$ cat src/rtl/core_pkg.sv
// rtl/core_pkg.sv - shared core types: register counts, physical tag type, prefetch states
package core_pkg;
    localparam int ARCH_REGS = 32;
    localparam int PREGS     = 64;
    localparam int PTAG_W    = 6;

    typedef logic [PTAG_W-1:0] phys_tag_t;
    typedef logic [4:0]        arch_reg_t;

    localparam arch_reg_t XZR = 5'd31;

    typedef enum logic [1:0] {
        PF_EMPTY,
        PF_WAIT,
        PF_FULL
    } pf_state_e;
endpackage

$ cat src/rtl/rename_prefetch.sv
// rtl/rename_prefetch.sv - one-entry spare physical register prefetched from the free list
module rename_prefetch
    import core_pkg::*;
(
    input  logic      clk,
    input  logic      reset,
    output logic      alloc_en,
    input  phys_tag_t alloc_phys,
    input  logic      alloc_valid,
    input  logic      consume,
    output logic      spare_valid,
    output phys_tag_t spare
);
    pf_state_e r_state;
    pf_state_e w_state_nxt;
    phys_tag_t r_spare;

    always_ff @(posedge clk or posedge reset) begin
        if (reset) begin
            r_state <= PF_EMPTY;
        end else begin
            r_state <= w_state_nxt;
        end
    end

    always_comb begin
        w_state_nxt = r_state;
        case (r_state)
            PF_EMPTY: w_state_nxt = PF_WAIT;
            PF_WAIT:  w_state_nxt = alloc_valid ? PF_FULL : PF_EMPTY;
            PF_FULL:  w_state_nxt = consume ? PF_WAIT : PF_FULL;
            default:  w_state_nxt = PF_EMPTY;
        endcase
    end

    // alloc_en is held low during reset so no grant is requested before the FSM starts
    always_comb begin
        alloc_en    = 1'b0;
        spare_valid = 1'b0;
        case (r_state)
            PF_EMPTY: alloc_en = !reset;
            PF_FULL: begin
                alloc_en    = consume;
                spare_valid = 1'b1;
            end
            default: begin
                alloc_en    = 1'b0;
                spare_valid = 1'b0;
            end
        endcase
    end

    always_ff @(posedge clk or posedge reset) begin
        if (reset) begin
            r_spare <= '0;
        end else if (r_state == PF_WAIT && alloc_valid) begin
            r_spare <= alloc_phys;
        end
    end

    assign spare = r_spare;
endmodule

$ cat src/rtl/rename_map.sv
// rtl/rename_map.sv - single-issue rename stage with speculative and committed maps
module rename_map
    import core_pkg::*;
#(
    parameter int ARCH_REGS = core_pkg::ARCH_REGS,
    parameter int PHYS_REGS = core_pkg::PREGS
) (
    input  logic                         clk,
    input  logic                         reset,
    input  logic                         in_valid,
    output logic                         in_ready,
    input  logic [4:0]                   in_rs1,
    input  logic [4:0]                   in_rs2,
    input  logic [4:0]                   in_rd,
    input  logic                         in_rd_we,
    output logic                         alloc_en,
    input  logic [$clog2(PHYS_REGS)-1:0] alloc_phys,
    input  logic                         alloc_valid,
    output logic                         out_valid,
    input  logic                         out_ready,
    output logic [$clog2(PHYS_REGS)-1:0] out_prs1,
    output logic [$clog2(PHYS_REGS)-1:0] out_prs2,
    output logic [$clog2(PHYS_REGS)-1:0] out_prd,
    output logic [$clog2(PHYS_REGS)-1:0] out_old_prd,
    output logic                         out_rd_we,
    input  logic                         commit_en,
    input  logic [4:0]                   commit_rd,
    input  logic [$clog2(PHYS_REGS)-1:0] commit_prd,
    input  logic                         flush
);
    localparam int TAG_W = $clog2(PHYS_REGS);

    logic [TAG_W-1:0] r_spec_map   [ARCH_REGS];
    logic [TAG_W-1:0] r_commit_map [ARCH_REGS];

    logic             w_eff_we;
    logic             w_accept;
    logic             w_consume;
    logic             w_commit_we;
    logic             w_spare_valid;
    phys_tag_t        w_spare;

    logic             r_out_valid;
    logic [TAG_W-1:0] r_out_prs1;
    logic [TAG_W-1:0] r_out_prs2;
    logic [TAG_W-1:0] r_out_prd;
    logic [TAG_W-1:0] r_out_old_prd;
    logic             r_out_rd_we;

    assign w_eff_we    = in_rd_we && (in_rd != XZR);
    assign in_ready    = !flush && (!r_out_valid || out_ready) && (!w_eff_we || w_spare_valid);
    assign w_accept    = in_valid && in_ready;
    assign w_consume   = w_accept && w_eff_we;
    assign w_commit_we = commit_en && (commit_rd != XZR);

    rename_prefetch u_prefetch (
        .clk         (clk),
        .reset       (reset),
        .alloc_en    (alloc_en),
        .alloc_phys  (alloc_phys),
        .alloc_valid (alloc_valid),
        .consume     (w_consume),
        .spare_valid (w_spare_valid),
        .spare       (w_spare)
    );

    always_ff @(posedge clk or posedge reset) begin
        if (reset) begin
            for (int i = 0; i < ARCH_REGS; i++) begin
                r_commit_map[i] <= TAG_W'(i);
            end
        end else if (w_commit_we) begin
            r_commit_map[commit_rd] <= commit_prd;
        end
    end

    // Flush restores from the committed map including a commit landing in the same cycle
    always_ff @(posedge clk or posedge reset) begin
        if (reset) begin
            for (int i = 0; i < ARCH_REGS; i++) begin
                r_spec_map[i] <= TAG_W'(i);
            end
        end else if (flush) begin
            for (int i = 0; i < ARCH_REGS; i++) begin
                r_spec_map[i] <= (w_commit_we && commit_rd == 5'(i)) ? commit_prd
                                                                     : r_commit_map[i];
            end
        end else if (w_consume) begin
            r_spec_map[in_rd] <= w_spare;
        end
    end

    always_ff @(posedge clk or posedge reset) begin
        if (reset) begin
            r_out_valid   <= 1'b0;
            r_out_prs1    <= '0;
            r_out_prs2    <= '0;
            r_out_prd     <= '0;
            r_out_old_prd <= '0;
            r_out_rd_we   <= 1'b0;
        end else if (flush) begin
            r_out_valid <= 1'b0;
        end else if (w_accept) begin
            r_out_valid   <= 1'b1;
            r_out_prs1    <= r_spec_map[in_rs1];
            r_out_prs2    <= r_spec_map[in_rs2];
            r_out_rd_we   <= w_eff_we;
            r_out_prd     <= w_eff_we ? w_spare : '0;
            r_out_old_prd <= w_eff_we ? r_spec_map[in_rd] : '0;
        end else if (out_ready) begin
            r_out_valid <= 1'b0;
        end
    end

    assign out_valid   = r_out_valid;
    assign out_prs1    = r_out_prs1;
    assign out_prs2    = r_out_prs2;
    assign out_prd     = r_out_prd;
    assign out_old_prd = r_out_old_prd;
    assign out_rd_we   = r_out_rd_we;
endmodule

$ cat config.mk
export PLATFORM = sky130hd
export DESIGN_NAME = rename_map
export DESIGN_NICKNAME = d
export VERILOG_FILES = /design/src/rtl/core_pkg.sv /design/src/rtl/rename_prefetch.sv /design/src/rtl/rename_map.sv
export SDC_FILE = /design/constraint.sdc
export NUM_CORES = 1
export LEC_CHECK = 0
export ABC_AREA = 0
export CORE_ASPECT_RATIO = 1.4
export CORE_MARGIN = 2
export CORE_UTILIZATION = 50
export CTS_CLUSTER_SIZE = 12
export DETAILED_ROUTE_END_ITERATION = 16
export GPL_TIMING_DRIVEN = 0
export PLACE_DENSITY = 0.75
export SYNTH_ARGS = -nofsm -noshare
export SYNTH_HDL_FRONTEND = slang
export SYNTH_HIERARCHICAL = 1
export SYNTH_SLANG_ARGS = --single-unit
$ cat constraint.sdc
create_clock -name clk -period 14.19 [get_ports clk]
set_input_delay 2.838 -clock clk [delete_from_list [all_inputs] [get_ports clk]]
set_output_delay 2.838 -clock clk [all_outputs]
set_load 0.05 [all_outputs]
; ---- Yosys cells after proc, flatten, opt, wreduce, memory -nomap -nowiden
; Cells that the tools add are included.
[totals]
reg_bits = 418
input_bits = 40
out_inout_bits = 28
elab_cells = 229
[op_classes]
magnitude_cmp = 6
n_eq_ne = 35
mux = 59
n_bitwise = 5
n_reduce_logical = 52
[ops]
columns = operator, count
row1 = bitwise mux 192 bit, 2
row2 = two-way mux 192 bit, 2
row3 = two-way mux 6 bit, 42
row4 = binary-select mux 6 bit (select 5 bit), 3
row5 = "equality test 5 bit, second input constant", 16
row6 = demux 6 bit (select 5 bit), 2
row7 = logical AND 1 bit, 41
row8 = "equality test 5 x 4 -> 1 bit, second input constant", 8
row9 = "greater-or-equal comparator 6 bit, second input constant", 4
row10 = NOT 5 -> 6 bit, 4
row11 = "equality test 5 x 3 -> 1 bit, second input constant", 4
row12 = "< comparator 6 x 1 -> 1 bit, second input constant", 2
row13 = "equality test 5 x 2 -> 1 bit, second input constant", 2
row14 = "inequality test 5 bit, second input constant", 2
row15 = one-hot mux 2 bit (3 select lines), 1
row16 = "equality test 5 x 1 -> 1 bit, second input constant", 1
row17 = logical NOT 5 bit, 1
row18 = logical NOT 1 bit, 4
row19 = two-way mux 1 bit, 4
row20 = two-way mux 2 bit, 2
row21 = nonzero test 3 bit, 1
row22 = "equality test 2 x 1 -> 1 bit, second input constant", 1
row23 = "equality test 2 bit, second input constant", 1
row24 = logical NOT 2 bit, 1
row25 = 5 further kinds, 6

; ---- Longest topological paths before layout
[logic_depth]
word_depth = 9
depth_mapped = 9
depth_no_buf = 6

; ---- Cells and area by module
; The synthesis kept the hierarchy.
[modules_own_cells]
columns = mod, n_inst, cells_each, area_per_inst_um2, seq_area_each_um2
row1 = rename_map, 1, 1707, 22625.4, 10460.0
row2 = rename_prefetch, 1, 22, 332.8, 200.2

; ---- Worst setup path before layout
; No wires, ideal clock.
[synth_timing]
path_kind = in2out
startpoint = input in_rd[1]
endpoint = output alloc_en
t_arrival_ns = 5.142
setup_slack_ns = 6.210
path_stages = 8
n_path_buf = 3
path_cell_list = buf_2 > and3_1 > nand3_1 > and3_1 > clkbuf_1 > clkbuf_1 > inv_1 > a211oi_1
[synth_between]
elab_chain_len = 8
[synth_lines]
columns = element, line_no
row1 = "start, declared", rename_map.sv:14  ; input logic [4:0] in_rd,
row2 = inequality test 5 bit *, rename_map.sv:50  ; assign w_eff_we = in_rd_we && (in_rd != XZR);
row3 = logical AND 1 bit *, rename_map.sv:50
row4 = logical NOT 1 bit, rename_map.sv:51  ; assign in_ready = !flush && (!r_out_valid || out_ready) && (!w_eff_we || w_spare_valid);
row5 = logical OR 1 bit, rename_map.sv:51
row6 = logical AND 1 bit, rename_map.sv:51
row7 = logical AND 1 bit, rename_map.sv:52  ; assign w_accept = in_valid && in_ready;
row8 = logical AND 1 bit *, rename_map.sv:53  ; assign w_consume = w_accept && w_eff_we;
row9 = via w_consume, rename_map.sv:38  ; logic w_consume;
row10 = one-hot mux 1 bit (2 select lines) *, rename_prefetch.sv:40  ; case (r_state)
row11 = "end, declared", rename_map.sv:16  ; output logic alloc_en,
; The timed path passes the listed nets; every way through them passes the cells marked *.

; ---- Worst setup path in the final report
[layout_timing]
startpoint = input flush
endpoint = output alloc_en
[layout_between]
elab_chain_len = 6
[layout_lines]
columns = element, line_no
row1 = "start, declared", rename_map.sv:29  ; input logic flush
row2 = logical NOT 1 bit, rename_map.sv:51
row3 = logical AND 1 bit (2 in series), rename_map.sv:51
row4 = logical AND 1 bit, rename_map.sv:52
row5 = logical AND 1 bit, rename_map.sv:53
row6 = via w_consume, rename_map.sv:38
row7 = one-hot mux 1 bit (2 select lines), rename_prefetch.sv:40
; The timed path passes the listed nets, and every way through them passes these cells.

==> impl_summary.md <==
CTS
Clock-pin slew was measured on the worst setup and hold paths at 0.06 ns. For the worst-skew pair, the clock arrives at the later sink with an insertion delay of 0.58 ns. The root buffer cell chosen for the clock tree is clkbuf_16. The total of hold buffers inserted after clock tree synthesis is 0. The clock net in this run drives a total of 418 sinks. The maximum number of buffers from clock root to sink is 3. The number of buffers created by CTS is 43. The clock tree from TritonCTS is yes. The total of cells resized after clock tree synthesis is 0. The H-tree was split into 2 levels. Once the clock tree was built, the setup fixing pass inserted 0 buffers.

GRT
The overall overflow remaining after global route is 0. For this run, the total global-route usage over all layers was measured as 0.354. The number of antenna violations at the first check in global routing is 1. The first global-routing pass estimated between 100,000 and 150,000 µm of wire. The pin count of the biggest net entering global routing is 133.

The number of global-route vias before repair is 16.8k.

Cells and area
The final layout contains 1,873 nets. Once layout is done, the placed cells without fillers occupy approximately 0.026 mm². The relative area change from synthesis to final layout is 12.3%.

The filler cells instantiated in the layout total 3,743. The share of cells above drive strength 1 is 0.438. The multi-input combinational cells in the finished layout cover a total of 0.0115 mm².

Registers take 0.0107 mm². Excluding fillers, the count of instances in the completed layout stands at around 2.5k.

Routing
In this run, the number of DRC markers left after iteration 0 of detailed routing was roughly 1.5k. The count of unresolved DRC violations after routing is 0. The aggregate routed wire length is 83,300 µm. The routed via count divided by cell count is ~6.6. The average detailed-routed wire length per instance is approximately 34 µm. The first-pass iteration count of the detailed router is 6. Detailed routing inserted a total of around 16k vias. The count of nets left with antenna violations once routing finished came out at 0.

Timing
The count of final setup violators is 0. The transition time at the pin with the least slew margin is 1.38 ns. Clock skew on the completed layout was measured at 0.0214 ns.

In this run the tightest slew margin relative to its limit is 0.0774. The final-report max-slew violation count came to 0. The worst path in the final design needs a cycle of 8.98 ns, including I/O delays and setup. The period utilization is 0.633. The worst setup margin is about 5.2 ns. Setup repair after global routing left no endpoint under its margin. The maximum clock rate is 111 MHz. The sum of negative setup slack is 0 ns. The hold violation total from the final report is 0.

Placement
Once placement completed, the tool counted placed cells totaling between 2k and 2.5k. The pre-CTS setup slack is 5.28 ns. Once placement finished, the instance area stood at roughly 0.024 mm².

At the end of routability-driven placement, the weighted congestion stood at around 1.1. After legalization and detailed placement, the total HPWL measured approximately 63,000 µm. Port buffering added 56 buffers.

Worst setup path
By startpoint and endpoint, the worst setup path is classified as in -> out. At the worst endpoint, the arrival time is about 6.1 ns. The most critical setup path has its startpoint at flush. In this run the critical register-to-register path is launched from u_prefetch/spare[2]$_DFFE_PP0P_.

The capturing element type of the critical path is an output port. Of all nets on the critical path, the largest fanout is 10. STA puts the critical path data required time at 11.35 ns. The element type at the critical path start is a primary input.

Power and ir drop
The part of the power in the clock network is 0.284. The peak ir drop on the vdd network is about 0.13 mV. The static power due to leakage is 10.4 nW.

The switching share of total power is 0.341. The total chip power is 4.01 mW. The ratio of total power to cell area is ~160 mW/mm².

The switching component of the power is ~1.4 mW. The sequential group share of total power is 0.435. The combinational fraction of design power is 0.281. Internal power comes to between 2 and 3 mW.

Yosys
The synthesized design contains 418 register bits. Of the total synthesized cell area, the portion taken by XOR and XNOR cells is 0. Of all flip-flops after synthesis, the portion carrying an async set or reset was 1.00. The warning count from the yosys run is 6. Of the total synthesized cell area, the portion taken by full adders, half adders and majority gates is 0.

The area fraction in compound gates after synthesis is 0.0571. The number of instances in the synthesized netlist is 1,729. The simple-gate area share of the yosys netlist is 0.0695.

The area share of the leading cell type in the synthesized netlist is 0.281. The most used flip-flop cell after synthesis is dfrtp_1. Ranked by total cell area, the synthesized netlist is headed by dfrtp_1 28%, mux2_2 19%, dfstp_2 18%, mux4_2 12%, mux2i_1 6.0%. Yosys mapped the design onto 62 distinct sky130hd cell types. Summed over all instances, the cell type with the most area after synthesis is dfrtp_1.

Measured against the total synthesized area, the mux share comes to 0.376. The cell area after synthesis is 0.0230 mm². The synthesized area per cell is 13.3 µm². After synthesis, the largest family of logic cells by area is multiplexers.

The share of the Yosys chip area taken by registers is 0.464. The number of nets handed over by synthesis was 1,769. The number of synthesized flops with an enable pin is 0.

Min path
The path class of the lowest-slack min-delay path is reg -> reg. In this run the most critical hold path is launched from r_commit_map[1]$_DFFE_PP1P_.

Status
The flow ran to the end, and the final reports show no timing, DRC or antenna violations.

Flow run
The reported max-cap violation count is 0.

Floorplanning
The die is 185 µm wide. The area of the die is 0.0477 mm². The height of the die is 258 µm. The initialized floorplan defines 92 standard-cell rows. The core area is 0.0452 mm². The starting density of the core is 0.507. For this design the top-level I/O count stands at 68.
logic make-up (layout without fill, tap and decap cells):
kind of cell / Yosys count / count (layout)
AO/OA/AOI/OAI: 201 / 201
buffers and inverters: 157 / 295
flip-flops: 418 / 418
multiplexers: 659 / 659
other: 0 / 2
AND/OR/NAND/NOR: 294 / 294
Yosys cell counts, types with 5 or more instances:
master	number
mux2_2	395
dfrtp_1	258
dfstp_2	160
mux2i_1	137
nand2_1	125
mux4_2	119
clkbuf_1	94
o21ai_0	87
nor2_1	40
buf_2	24
nor2_2	20
nand2b_1	15
nand3_1	15
a211oi_1	14
and2_1	14
a221oi_1	12
o21ai_1	12
a31oi_1	11
buf_1	11
o22ai_1	11
nand3b_1	10
buf_6	9
nor2b_1	9
a211o_1	8
a22o_1	8
inv_1	8
nor3_1	8
a221o_1	7
buf_4	7
a32o_1	5
mux2_1	5
or3_1	5
flip-flops by register name, summed over array words and instances (netlist names):
| name | count |
|---|---|
| out_old_prd | 6 |
| out_prd | 6 |
| out_prs1 | 6 |
| out_prs2 | 6 |
| out_rd_we | 1 |
| out_valid | 1 |
| r_commit_map | 192 |
| r_spec_map | 192 |
| u_prefetch/r_state | 2 |
| u_prefetch/spare | 6 |
metal layers:
layer	vias up	global-route usage	part of all wire
met5	-	0	0
met4	0	0.258	0.088
li1	6658	-	-
met3	277	0.0499	0.068
met1	8610	0.427	0.36
met2	906	0.581	0.48
worst paths after layout:
check                                             endpoint  slack [ns]  cells after the start
max reg2reg                     r_spec_map[56]$_DFFE_PP1P_       11.39                      4
min                            r_commit_map[1]$_DFFE_PP1P_        0.45                      1
min in group asynchronous  u_prefetch/spare[1]$_DFFE_PP0P_        2.73                      2
max in group asynchronous    r_commit_map[183]$_DFFE_PP0P_       10.01                      4
min reg2reg                    r_commit_map[1]$_DFFE_PP1P_        0.45                      1
max                                               alloc_en        5.21                      9
critical path, stage by stage:
cell	delay, ns
clkdlybuf4s50_1	0.54
and4b_1	0.31
buf_4	0.18
and3_1	0.16
clkbuf_1	0.35
clkbuf_1	0.45
inv_1	0.16
a211oi_1	0.29
clkdlybuf4s50_1	0.85
final cells by class:
cell class              instances  area share
multi-input cells            1154       0.448
flip-flops and latches        418       0.414
clock buffers                  75      0.0516
well taps                     611      0.0297
plain buffers                 149      0.0283
repair buffers                 59      0.0250
clock inverters                 4     0.00248
inverters                       8     0.00146
diodes                          2    0.000194
per-stage QoR:
| stage | hold slack [ns] | utilization |
|---|---|---|
| 6_report | 0.445 | 0.570 |
| 5_1_grt | 0.461 | 0.570 |
| 4_1_cts | 0.446 | 0.570 |
| 2_1_floorplan | 0.424 | - |
| 3_5_place_dp | 0.437 | 0.539 |
| 3_3_place_gp | 0.433 | 0.537 |
power groups by stage:
| stage | logic, mW | registers, mW | clock network [mW] |
|---|---|---|---|
| 4_1_cts | 1.11 | 1.73 | 1.15 |
| 2_1_floorplan | 0.666 | 1.70 | 0 |
| 3_3_place_gp | 1.08 | 1.73 | 0 |
| 5_1_grt | 1.17 | 1.76 | 1.19 |
| 3_5_place_dp | 1.11 | 1.75 | 0 |
| 6_report | 1.13 | 1.75 | 1.14 |
layout by cell type, fill, tap and decap left out, drive strengths merged, types with 5 or more instances in the layout:
cell,n
mux2,400
dfrtp,258
clkbuf,169
dfstp,160
mux2i,137
nand2,125
mux4,122
o21ai,99
nor2,63
buf,58
clkdlybuf4s50,56
nand3,18
nand2b,15
and2,15
a211oi,14
nand3b,14
a221oi,12
o22ai,11
a31oi,11
nor2b,9
inv,9
nor3,8
a22o,8
a211o,8
a221o,7
or3,5
a32o,5
nand4b,5
No activity file was read; power rests on OpenSTA's default activity.
